$ cat src/rtl/comp_minmax_track.sv
// comp_minmax_track
// Streaming min/max tracker placed after the 16-bit magnitude comparison
// stage. It accepts a framed stream of samples over a valid/ready handshake.
// For each frame it keeps the running minimum, the running maximum and a
// saturating sample count. At frame end it holds one result beat until the
// consumer accepts it.
//
// Build option:
//   COMP_MINMAX_SIGNED_EN - when defined, samples are compared as two's
//                           complement values. When undefined (the default),
//                           samples use unsigned magnitude ordering.
//
// Ports:
//   clk_pad        clock, rising edge
//   rst_n_pad      asynchronous active-low reset
//   in_valid_pad   a sample is offered
//   in_ready_pad   the block can accept a sample (low only while a result is held)
//   in_data_pad    sample value
//   in_last_pad    the offered sample closes its frame
//   out_valid_pad  a frame result is held
//   out_ready_pad  the consumer accepts the result
//   out_min_pad    frame minimum
//   out_max_pad    frame maximum
//   out_cnt_pad    samples in the frame, saturating at all-ones
//   out_flat_pad   every sample of the frame was equal
module comp_minmax_track #(
  parameter int WIDTH = 16,
  parameter int CNT_W = 8
) (
  input  logic             clk_pad,
  input  logic             rst_n_pad,
  input  logic             in_valid_pad,
  output logic             in_ready_pad,
  input  logic [WIDTH-1:0] in_data_pad,
  input  logic             in_last_pad,
  output logic             out_valid_pad,
  input  logic             out_ready_pad,
  output logic [WIDTH-1:0] out_min_pad,
  output logic [WIDTH-1:0] out_max_pad,
  output logic [CNT_W-1:0] out_cnt_pad,
  output logic             out_flat_pad
);

  typedef enum logic [1:0] {
    EMPTY = 2'd0,
    ACC   = 2'd1,
    HOLD  = 2'd2
  } state_t;

  state_t           state_q, state_d;
  logic [WIDTH-1:0] min_q, max_q, min_d, max_d;
  logic [CNT_W-1:0] cnt_q, cnt_d;
  logic             flat_q;
  logic             accept;
  logic             below_min, above_max;

  // Ready is decoded from registered state only, so it has no path from in_valid.
  assign in_ready_pad  = (state_q != HOLD);
  assign out_valid_pad = (state_q == HOLD);
  assign accept        = in_valid_pad && in_ready_pad;

  assign out_min_pad  = min_q;
  assign out_max_pad  = max_q;
  assign out_cnt_pad  = cnt_q;
  assign out_flat_pad = flat_q;

  // This uses the same ordering decision as the upstream comparator.
  // Equality counts as neither below nor above, so ties leave min and max alone.
`ifdef COMP_MINMAX_SIGNED_EN
  assign below_min = $signed(in_data_pad) < $signed(min_q);
  assign above_max = $signed(in_data_pad) > $signed(max_q);
`else
  assign below_min = in_data_pad < min_q;
  assign above_max = in_data_pad > max_q;
`endif

  always_comb begin
    state_d = state_q;
    min_d   = min_q;
    max_d   = max_q;
    cnt_d   = cnt_q;
    case (state_q)
      EMPTY: begin
        if (accept) begin
          min_d   = in_data_pad;
          max_d   = in_data_pad;
          cnt_d   = CNT_W'(1);
          state_d = in_last_pad ? HOLD : ACC;
        end
      end
      ACC: begin
        if (accept) begin
          if (below_min) min_d = in_data_pad;
          if (above_max) max_d = in_data_pad;
          // The count sticks at all-ones instead of wrapping on long frames.
          if (cnt_q != '1) cnt_d = cnt_q + CNT_W'(1);
          if (in_last_pad) state_d = HOLD;
        end
      end
      HOLD: begin
        // A sample offered in this cycle is not taken; upstream keeps it.
        if (out_ready_pad) state_d = EMPTY;
      end
      default: state_d = EMPTY;
    endcase
  end

  // Results are only written on an accept. After the handshake, the last
  // result stays visible until the next frame's first sample overwrites it.
  // The flat flag is computed from the post-update min and max.
  always_ff @(posedge clk_pad or negedge rst_n_pad) begin
    if (!rst_n_pad) begin
      state_q <= EMPTY;
      min_q   <= '1;
      max_q   <= '0;
      cnt_q   <= '0;
      flat_q  <= 1'b0;
    end else begin
      state_q <= state_d;
      if (accept) begin
        min_q  <= min_d;
        max_q  <= max_d;
        cnt_q  <= cnt_d;
        flat_q <= (min_d == max_d);
      end
    end
  end

endmodule

$ cat config.mk
export PLATFORM = sky130hd
export DESIGN_NAME = comp_minmax_track
export DESIGN_NICKNAME = d
export VERILOG_FILES = /design/src/rtl/comp_minmax_track.sv
export SDC_FILE = /design/constraint.sdc
export NUM_CORES = 1
export LEC_CHECK = 0
export BUFFER_PORTS_ARGS = -buffer_cell sky130_fd_sc_hd__buf_2
export CORE_MARGIN = 5
export CORE_UTILIZATION = 56
export CTS_BUF_LIST = sky130_fd_sc_hd__clkbuf_8 sky130_fd_sc_hd__clkbuf_16
export CTS_CLUSTER_SIZE = 30
export DETAILED_ROUTE_END_ITERATION = 6
export GPL_TIMING_DRIVEN = 0
export PLACE_DENSITY_LB_ADDON = 0.12
export SLEW_MARGIN = 5
export SYNTH_ARGS = -nofsm -noshare
export SYNTH_HDL_FRONTEND = slang
export SYNTH_SLANG_ARGS = --single-unit
export TNS_END_PERCENT = 100
$ cat constraint.sdc
create_clock -name clk_pad -period 4.1 [get_ports clk_pad]
set_input_delay 0.205 -clock clk_pad [delete_from_list [all_inputs] [get_ports clk_pad]]
set_output_delay 0.205 -clock clk_pad [all_outputs]
set_load 0.02 [all_outputs]
## Word level (Yosys, flattened, before mapping)

Index checks and enable logic that the tools add are counted.
Widths: inputs -> output; s select.

| cells by class | value |
|---|---|
| eq/ne operators | 10 |
| reduce and logical (&&, ||, !) cells | 5 |
| add/sub/neg operators | 1 |
| order comparisons | 2 |
| mux-type cells | 16 |

Operators by type and width:

| operator | count |
|---|---|
| $mux 16 | 6 |
| $pmux 16 s2 | 2 |
| $eq 16x16->1 | 1 |
| $gt 16x16->1 | 1 |
| $lt 16x16->1 | 1 |
| $pmux 8 s2 | 1 |
| $mux 2 | 5 |
| $ne 2x2->1 const B | 5 |
| $add 8x1->8 const B | 1 |
| $mux 8 | 1 |
| $ne 8x8->1 const B | 1 |
| $pmux 2 s3 | 1 |
| $reduce_and 4->1 | 1 |
| $reduce_and 3->1 | 1 |
| $eq 2x1->1 const B | 1 |
| $eq 2x2->1 const B | 1 |
| $logic_not 2->1 | 1 |
| $ne 2x1->1 const B | 1 |
| $reduce_bool 2->1 | 1 |
| $logic_and 1x1->1 | 1 |

| word-level totals | value |
|---|---|
| bits of input ports | 21 |
| output and inout port bits | 43 |
| flip-flop bits (word level) | 43 |

## Depth between registers and ports, before layout

Gate-level depths: netlist of run 1.

| logic depth | value |
|---|---|
| depth after elaboration | 5 |
| gate-level depth with buffers | 14 |
| gate-level depth less buffers | 11 |

## Least setup slack after synthesis of run 1

OpenSTA, ideal clock, no wires.

| path | value |
|---|---|
| path type | register -> register |
| start | register min_q[10] (netlist: out_min_pad[10]) |
| end | register flat_q (netlist: out_flat_pad) |
| path buffers | 2 |
| cell stages (with the launch flop) | 13 |
| data arrival time | 3.260 ns |
| path slack | 0.745 ns |
| required time | 4.005 ns |
| cells stage by stage | dfstp_2 clkbuf_1 inv_1 ha_1 and4_4 nor3b_2 a211oi_1 a22oi_2 buf_6 mux2_4 xor2_1 or4_1 o31ai_1 |

| between the ends | value |
|---|---|
| word-level cells in the longest chain between the ends | 5 |

RTL lines:

| what | RTL line | RTL |
|---|---|---|
| start: declaration | 51 | `logic [WIDTH-1:0] min_q, max_q, min_d, max_d;` |
| start signal: assignment | 121 | `min_q <= min_d;` |
| $lt 16x16->1 | 73 | `assign below_min = in_data_pad < min_q;` |
| $mux 16 | 93 | `if (below_min) min_d = in_data_pad;` |
| $mux 16 | 92 | `if (accept) begin` |
| $pmux 16 s2 (*) | 82 | `case (state_q)` |
| $eq 16x16->1 (*) | 124 | `flat_q <= (min_d == max_d);` |
| end signal: assignment | 124 |  |
| end: declaration | 53 | `logic flat_q;` |

Every way passes the cells marked *; elsewhere a longest branch is shown, timed or not.
A chain may end at the register's enable or synchronous reset.

## Worst setup path after layout of run 1

| path | value |
|---|---|
| start | register min_q[9] (netlist: out_min_pad[9]) |
| end | register flat_q (netlist: out_flat_pad) |

Same word-level chain as after synthesis.

==> results by group, run 1 <==
Floorplan
  – Die width: 85.4 µm
  – Initial Utilization: 57.9%
  – Rows: 27
  – Placeable Area: 5510 µm²
  – Die area: 7300 µm²
  – Die Height: 85.4 µm
  – Num ports: 64

STA
  – Slew Limit Fails: 0
  – Layout Skew: 0.0135 ns
  – Min cycle time layout: 3.84 ns
  – Final hold violation count: 0
  – Worst rel slew slack: 35.5%
  – Setup TNS: 0 ns
  – Setup Viol. Count Final: 0
  – Measured slew at the worst slew-check pin: 0.967 ns
  – Final period utilization: 93.6%
  – RSZ-0062 raised after global routing: no
  – Max Fclk: 261 MHz

Setup path
  – Reg2reg path depth: 13
  – WP depth: 13
  – Crit. End Element: flop
  – CP delay by family, top: compound AO/OA/AOI/OAI gates
  – Crit-path cells: clkbuf_1, inv_1, ha_1, and4_4, nor3b_2, a211oi_1, a22oi_2, buf_6, mux2_4, xor2_1, a2111oi_0, o2111ai_1, o31ai_1
  – Critical path class: reg -> reg
  – Critical path arrival: 4.06 ns
  – WP data required: 4.32 ns
  – CP bufs+invs: 3
  – Critical Path Source Type: flop
  – CP Max Fanout: 10
  – Worst path slowest cell: dfstp_2
  – Crit path largest cell delay: 0.53 ns

Synth
  – Synth Flop Type: dfrtp_1
  – FF+latch count, synth: 43
  – Number of flops mapped to enable cells by yosys: 0
  – Yosys warns: 0
  – Ys async rst share: 100%
  – Mean Syn Cell Area: 9.40 µm²
  – Seq/Total Area, Yosys: 34.4%
  – Syn_nets: 392
  – Yosys cell types: 50
  – Gate Count Post-Synth: 339
  – Cell Area, Synth: 3190 µm²

CTS
  – CTS Buf Count: 5
  – H-tree levels: 2
  – CTS resizes: 0
  – Clk slew on worst S/H paths: 0.09 ns
  – Setup Fix Bufs, Post-CTS: 0
  – Longest Clk Path Bufs: 2
  – Hold Buf Count CTS: 0
  – Worst skew pair latency: 0.31 ns
  – CTS tree: yes
  – # clock sinks: 43
  – Root Driver: clkbuf_8

Drt
  – Via density: 5.64
  – Wire per inst: 16.0 µm
  – First-pass DRT Iterations: 4
  – DRC viols: 0
  – Via count: 2717
  – Post-route ant nets: 0
  – Total Routed Length: 7720 µm
  – Iteration-0 DRC Markers: 138

Final layout
  – Fin util: 67.0%
  – Fin nets: 462
  – Commonest non-fill, non-tap cells in the layout: buf_2 (63), inv_1 (38), nand2_1 (32), ha_1 (32), o21ai_0 (28)
  – Antenna Cells: 0
  – Synth-to-Final Area Change: 15.8%
  – Share of cells above drive strength 1: 29.0%
  – Most common cell after layout, fill and taps aside: buf_2
  – Filler cells: 466

GRT
  – Vias in the first global route: 2754
  – Global route overflow: 0
  – Total GRT Usage: 22.0%
  – Initial antenna violation count: 0
  – First-pass GRT wire length: 12800 µm
  – Largest net degree at the start of global routing: 44

Status
  – Outcome: complete, no violations

Min path
  – Hold WC Path Type: in -> async

Place
  – IO buf count: 63
  – Half-perimeter wire length after placement: 6130 µm
  – Placer congestion estimate: 0.895

Power
  – Leak: 1.76 nW
  – Maximum vdd drop: 410 µV
  – Pwr Density: 745 nW/µm²

Flow run
  – Max-Cap Viols: 0
==> path summary, 6_finish.rpt <==
path | startpoint | end | slack, ns
min | rst_n_pad | out_cnt_pad[2]$_DFFE_PN0P_ | 0.04
max reg2reg | out_min_pad[9]$_DFFE_PN1P_ | out_flat_pad$_DFFE_PN0P_ | 0.26
min in group clk_pad | out_ready_pad | state_q[1]$_DFFE_PN0P_ | 0.07
min reg2reg | out_min_pad[15]$_DFFE_PN1P_ | out_min_pad[15]$_DFFE_PN1P_ | 0.51
max in group asynchronous | rst_n_pad | out_max_pad[7]$_DFFE_PN0P_ | 3.45
max | out_min_pad[9]$_DFFE_PN1P_ | out_flat_pad$_DFFE_PN0P_ | 0.26
==> through the flow <==
stage	total power [mW]	hold WS, ns	instances	cell area [µm²]	setup slack (ns)
after floorplan	2.00	-0.0906	339	3190	0.745
after global placement	2.41	0.404	474	3590	0.374
after detailed placement	2.47	0.405	474	3590	0.308
after CTS	2.77	0.0657	482	3690	0.262
after global routing	2.98	0.0777	482	3690	0.0160
final	2.75	0.0406	482	3690	0.264
==> power breakdown <==
| group | switching [mW] | internal (mW) |
|---|---|---|
| logic | 0.966 | 0.665 |
| clock network | 0.159 | 0.138 |
| registers | 0.164 | 0.657 |
==> area by class of cell <==
type	count	area [µm²]	share of cell area [%]
buffer	14	75.1	2.03
sequential	43	1100	29.7
multi-input combinational	243	1870	50.6
clock inverter	2	16.3	0.441
clock buffer	6	82.6	2.24
inverter	39	146	3.97
tap	72	90.1	2.44
timing repair buffer	63	315	8.55
==> per-layer routing <==
layer,track usage [%],vias up,wire [µm]
li1,-,1349,-
met1,28.0,1285,3450
met2,37.8,73,3840
met3,3.88,10,331
met4,6.47,0,102
met5,0,-,0
==> registers in the layout, indices dropped and copies added, names as in the netlist <==
name	cells
state_q	2
out_max_pad	16
out_flat_pad	1
out_min_pad	16
out_cnt_pad	8
==> cells by family (layout without fill, tap and decap cells) <==
group | count (synthesis) | in the layout | synth area share, %
AO/OA/AOI/OAI | 80 | 80 | 17.1
flip-flops | 43 | 43 | 34.4
AND/OR/NAND/NOR | 82 | 82 | 13.3
adder cells (fa/ha/maj) | 32 | 32 | 12.6
buffers and inverters | 53 | 124 | 6.95
XOR/XNOR | 25 | 25 | 6.87
multiplexers | 24 | 24 | 8.76
==> cell usage after synthesis (4+ instances only) <==
library cell  count  area, µm²
ha_1             32        400
nand3_1           5       25.0
nand2_1          32        120
inv_1            38        143
clkbuf_1         11       41.3
nor4_1            4       25.0
dfrtp_1          27        676
nor3_1            4       20.0
a21oi_1          20        100
nand4_1           8       50.1
mux2_2           17        191
o21ai_0          28        140
o22ai_1           6       37.5
nor2_1           12       45.0
xor2_1           13        114
or3_1             6       37.5
dfstp_2          16        420
xnor2_1          12        105
Power figures use the tool's default switching activity.
==> inputs of run 2 (changes only) <==
--- a/config.mk
+++ b/config.mk
@@ -7,3 +7,3 @@
 export LEC_CHECK = 0
-export BUFFER_PORTS_ARGS = -buffer_cell sky130_fd_sc_hd__buf_2
+export BUFFER_PORTS_ARGS = -buffer_cell sky130_fd_sc_hd__buf_4
 export CORE_MARGIN = 5
==> constraint.sdc (replaced) <==
create_clock -name clk_pad -period 4.1 [get_ports clk_pad]
set_input_delay 0.615 -clock clk_pad [delete_from_list [all_inputs] [get_ports clk_pad]]
set_output_delay 0.615 -clock clk_pad [all_outputs]
set_load 0.02 [all_outputs]
==> run 2 against run 1 <==
- clock-buffer cell count fell by 1
- largest cell class unchanged
- die area unchanged
- first-iteration DRC count up 6.5%
- cell area grew 3.8%
- flip-flop and latch count unchanged
- register-to-register slack better by 0.07 ns
- clock skew shrank 0.0067 ns
- non-clock buffer count fell by 1
- sequential share of layout area decreased by 1.1 points
- combinational power increased by 5%
==> results by group, run 2 (synthesis results as in run 1) <==
Status
  – Outcome: complete, no violations

Drt
  – Iteration-0 DRC Markers: 147 (+6.5%)
  – WL met3: 441 µm (+33%)
  – Wire per inst: 16.0 µm (-0.35%)
  – First-pass DRT Iterations: 4 (unchanged)
  – Via count: 2758 (+1.5%)
  – Total Routed Length: 7680 µm (-0.56%)
  – DRT met1 WL: 3360 µm (-2.6%)
  – Post-route ant nets: 0 (unchanged)
  – DR top layer: met4
  – DRC viols: 0 (unchanged)
  – Via density: 5.73 (+1.7%)
  – Met2 WL post-DR: 3800 µm (-1.1%)

Final layout
  – Share of cells above drive strength 1: 28.9% (-0.17 points)
  – Commonest non-fill, non-tap cells in the layout: buf_4 (63), inv_1 (39), nand2_1 (32), ha_1 (32), o21ai_0 (28)
  – Antenna Cells: 0 (unchanged)
  – Most common cell after layout, fill and taps aside: buf_4
  – Synth-to-Final Area Change: 20.2%
  – Fin nets: 461 (-0.22%)

GRT
  – Global route overflow: 0 (unchanged)
  – Initial antenna violation count: 0 (unchanged)
  – Vias in the first global route: 2792 (+1.4%)
  – Largest net degree at the start of global routing: 44 (unchanged)
  – Total GRT Usage: 22.4% (+0.45 points)
  – First-pass GRT wire length: 13200 µm (+2.7%)

Power
  – Clock share of power: 9.7% (-1.1 points)
  – Leak: 1.80 nW (+2.4%)
  – Pint: 1.54 mW (+5.6%)
  – Reg power frac: 30.0% (about the same)
  – Maximum vdd drop: 409 µV (-0.29%)
  – Pwr Density: 741 nW/µm² (-0.45%)
  – Final Power: 2.84 mW (+3.3%)
  – Combinational share of power: 60.3% (+1.0 points)
  – Sw power: 1.30 mW (+0.79%)
  – Switching Fraction: 45.7% (-1.2 points)

CTS
  – CTS resizes: 0 (unchanged)
  – Setup Fix Bufs, Post-CTS: 0 (unchanged)
  – Root Driver: clkbuf_8
  – Longest Clk Path Bufs: 2 (unchanged)
  – CTS Buf Count: 5 (unchanged)
  – CTS tree: yes
  – Clk slew on worst S/H paths: 0.09 ns (about the same)
  – H-tree levels: 2 (unchanged)
  – Worst skew pair latency: 0.30 ns (about the same)
  – # clock sinks: 43 (unchanged)
  – Hold Buf Count CTS: 0 (unchanged)

Setup path
  – Worst reg2reg path endpoint: out_flat_pad$_DFFE_PN0P_
  – Reg-to-reg slack, setup: 0.34 ns (+0.07 ns)
  – CP Max Fanout: 10 (unchanged)
  – Critical path arrival: 3.93 ns (-0.13 ns)
  – Reg2reg path depth: 13 (unchanged)
  – Critical path class: reg -> reg
  – Reg2reg start: out_min_pad[9]$_DFFE_PN1P_
  – Crit. End Element: flop
  – Critical Path Source Type: flop
  – WP data required: 4.27 ns (-0.05 ns)

STA
  – Slew Limit Fails: 0 (unchanged)
  – Final hold violation count: 0 (unchanged)
  – Layout Skew: 0.00678 ns (-0.00672 ns)
  – Setup TNS: 0 ns (unchanged)
  – Max Fclk: 266 MHz (+2.0%)
  – Worst rel slew slack: 49.6% (+14 points)
  – Final period utilization: 91.8% (-1.8 points)
  – Measured slew at the worst slew-check pin: 0.747 ns (-0.220 ns)
  – Min cycle time layout: 3.76 ns (-0.0734 ns)
  – RSZ-0062 raised after global routing: no
  – Setup Viol. Count Final: 0 (unchanged)

Floorplan
  – Placeable Area: 5510 µm² (unchanged)
  – Die area: 7300 µm² (unchanged)
  – Num ports: 64 (unchanged)
  – Rows: 27 (unchanged)
  – Die Height: 85.4 µm (unchanged)
  – Die width: 85.4 µm (unchanged)
  – Initial Utilization: 57.9% (unchanged)

Place
  – IO buf count: 63 (unchanged)
  – Half-perimeter wire length after placement: 5990 µm (-2.3%)
  – Placer congestion estimate: 0.893 (-0.21%)

Min path
  – Hold WC Path Type: in -> async

Flow run
  – Max-Cap Viols: 0 (unchanged)
-- run 2: worst max-delay path, stage by stage (launching register included) --
cell and delay (ns):
dfstp_2 0.53, clkbuf_1 0.27, inv_1 0.10, ha_1 0.31, and4_4 0.26, nor3b_2 0.22
a211oi_1 0.12, a22oi_2 0.27, buf_6 0.21, clkbuf_1 0.36, clkbuf_1 0.47, a21oi_1 0.13
o311ai_0 0.24, o31ai_1 0.13
-- run 2: power groups by stage --
stage               Clock (mW)  Combinational, mW  Sequential (mW)
finish                   0.277               1.71            0.851
global placement             0               1.69            0.835
floorplan                    0              0.969             1.03
detailed placement           0               1.73            0.843
global route             0.305               1.88            0.889
CTS                      0.281               1.74            0.837
-- run 2: metrics by stage --
step | worst slack, ns | instances | hold slack [ns] | area (µm²) | util (%)
final | 0.337 | 481 | 0.293 | 3830 | 69.6
after global placement | 0.386 | 474 | 0.493 | 3750 | 68.1
after CTS | 0.237 | 482 | 0.314 | 3830 | 69.6
after detailed placement | 0.288 | 474 | 0.503 | 3750 | 68.1
after global routing | 0.0246 | 481 | 0.329 | 3830 | 69.6
after floorplan | 0.745 | 339 | 0.319 | 3190 | -
-- run 2: how the worst max path moves through the flow --
stage / startpoint / end / cells past startpoint
finish: out_min_pad[9]$_DFFE_PN1P_ / out_flat_pad$_DFFE_PN0P_ / 13
global route: out_max_pad[9]$_DFFE_PN0P_ / out_flat_pad$_DFFE_PN0P_ / 13
CTS: out_min_pad[10]$_DFFE_PN1P_ / out_flat_pad$_DFFE_PN0P_ / 13
detailed placement: out_min_pad[10]$_DFFE_PN1P_ / out_flat_pad$_DFFE_PN0P_ / 13
global placement: out_min_pad[10]$_DFFE_PN1P_ / out_flat_pad$_DFFE_PN0P_ / 13
floorplan: out_min_pad[10]$_DFFE_PN1P_ / out_flat_pad$_DFFE_PN0P_ / 12
-- run 2: routing by layer --
metal  up-vias  GRT usage [%]
met3         8           4.66
met1      1326           29.0
met4         0           6.04
met5         -              0
li1       1344              -
met2        80           37.9
-- run 2: final cells by class --
cell class / instances / area (µm²)
clock inverter: 3 / 16.3
tap: 72 / 90.1
timing repair buffer: 63 / 473
fill: 449 / 1680
buffer: 13 / 71.3
sequential: 43 / 1100
multi-input combinational: 243 / 1870
clock buffer: 5 / 68.8
inverter: 39 / 146
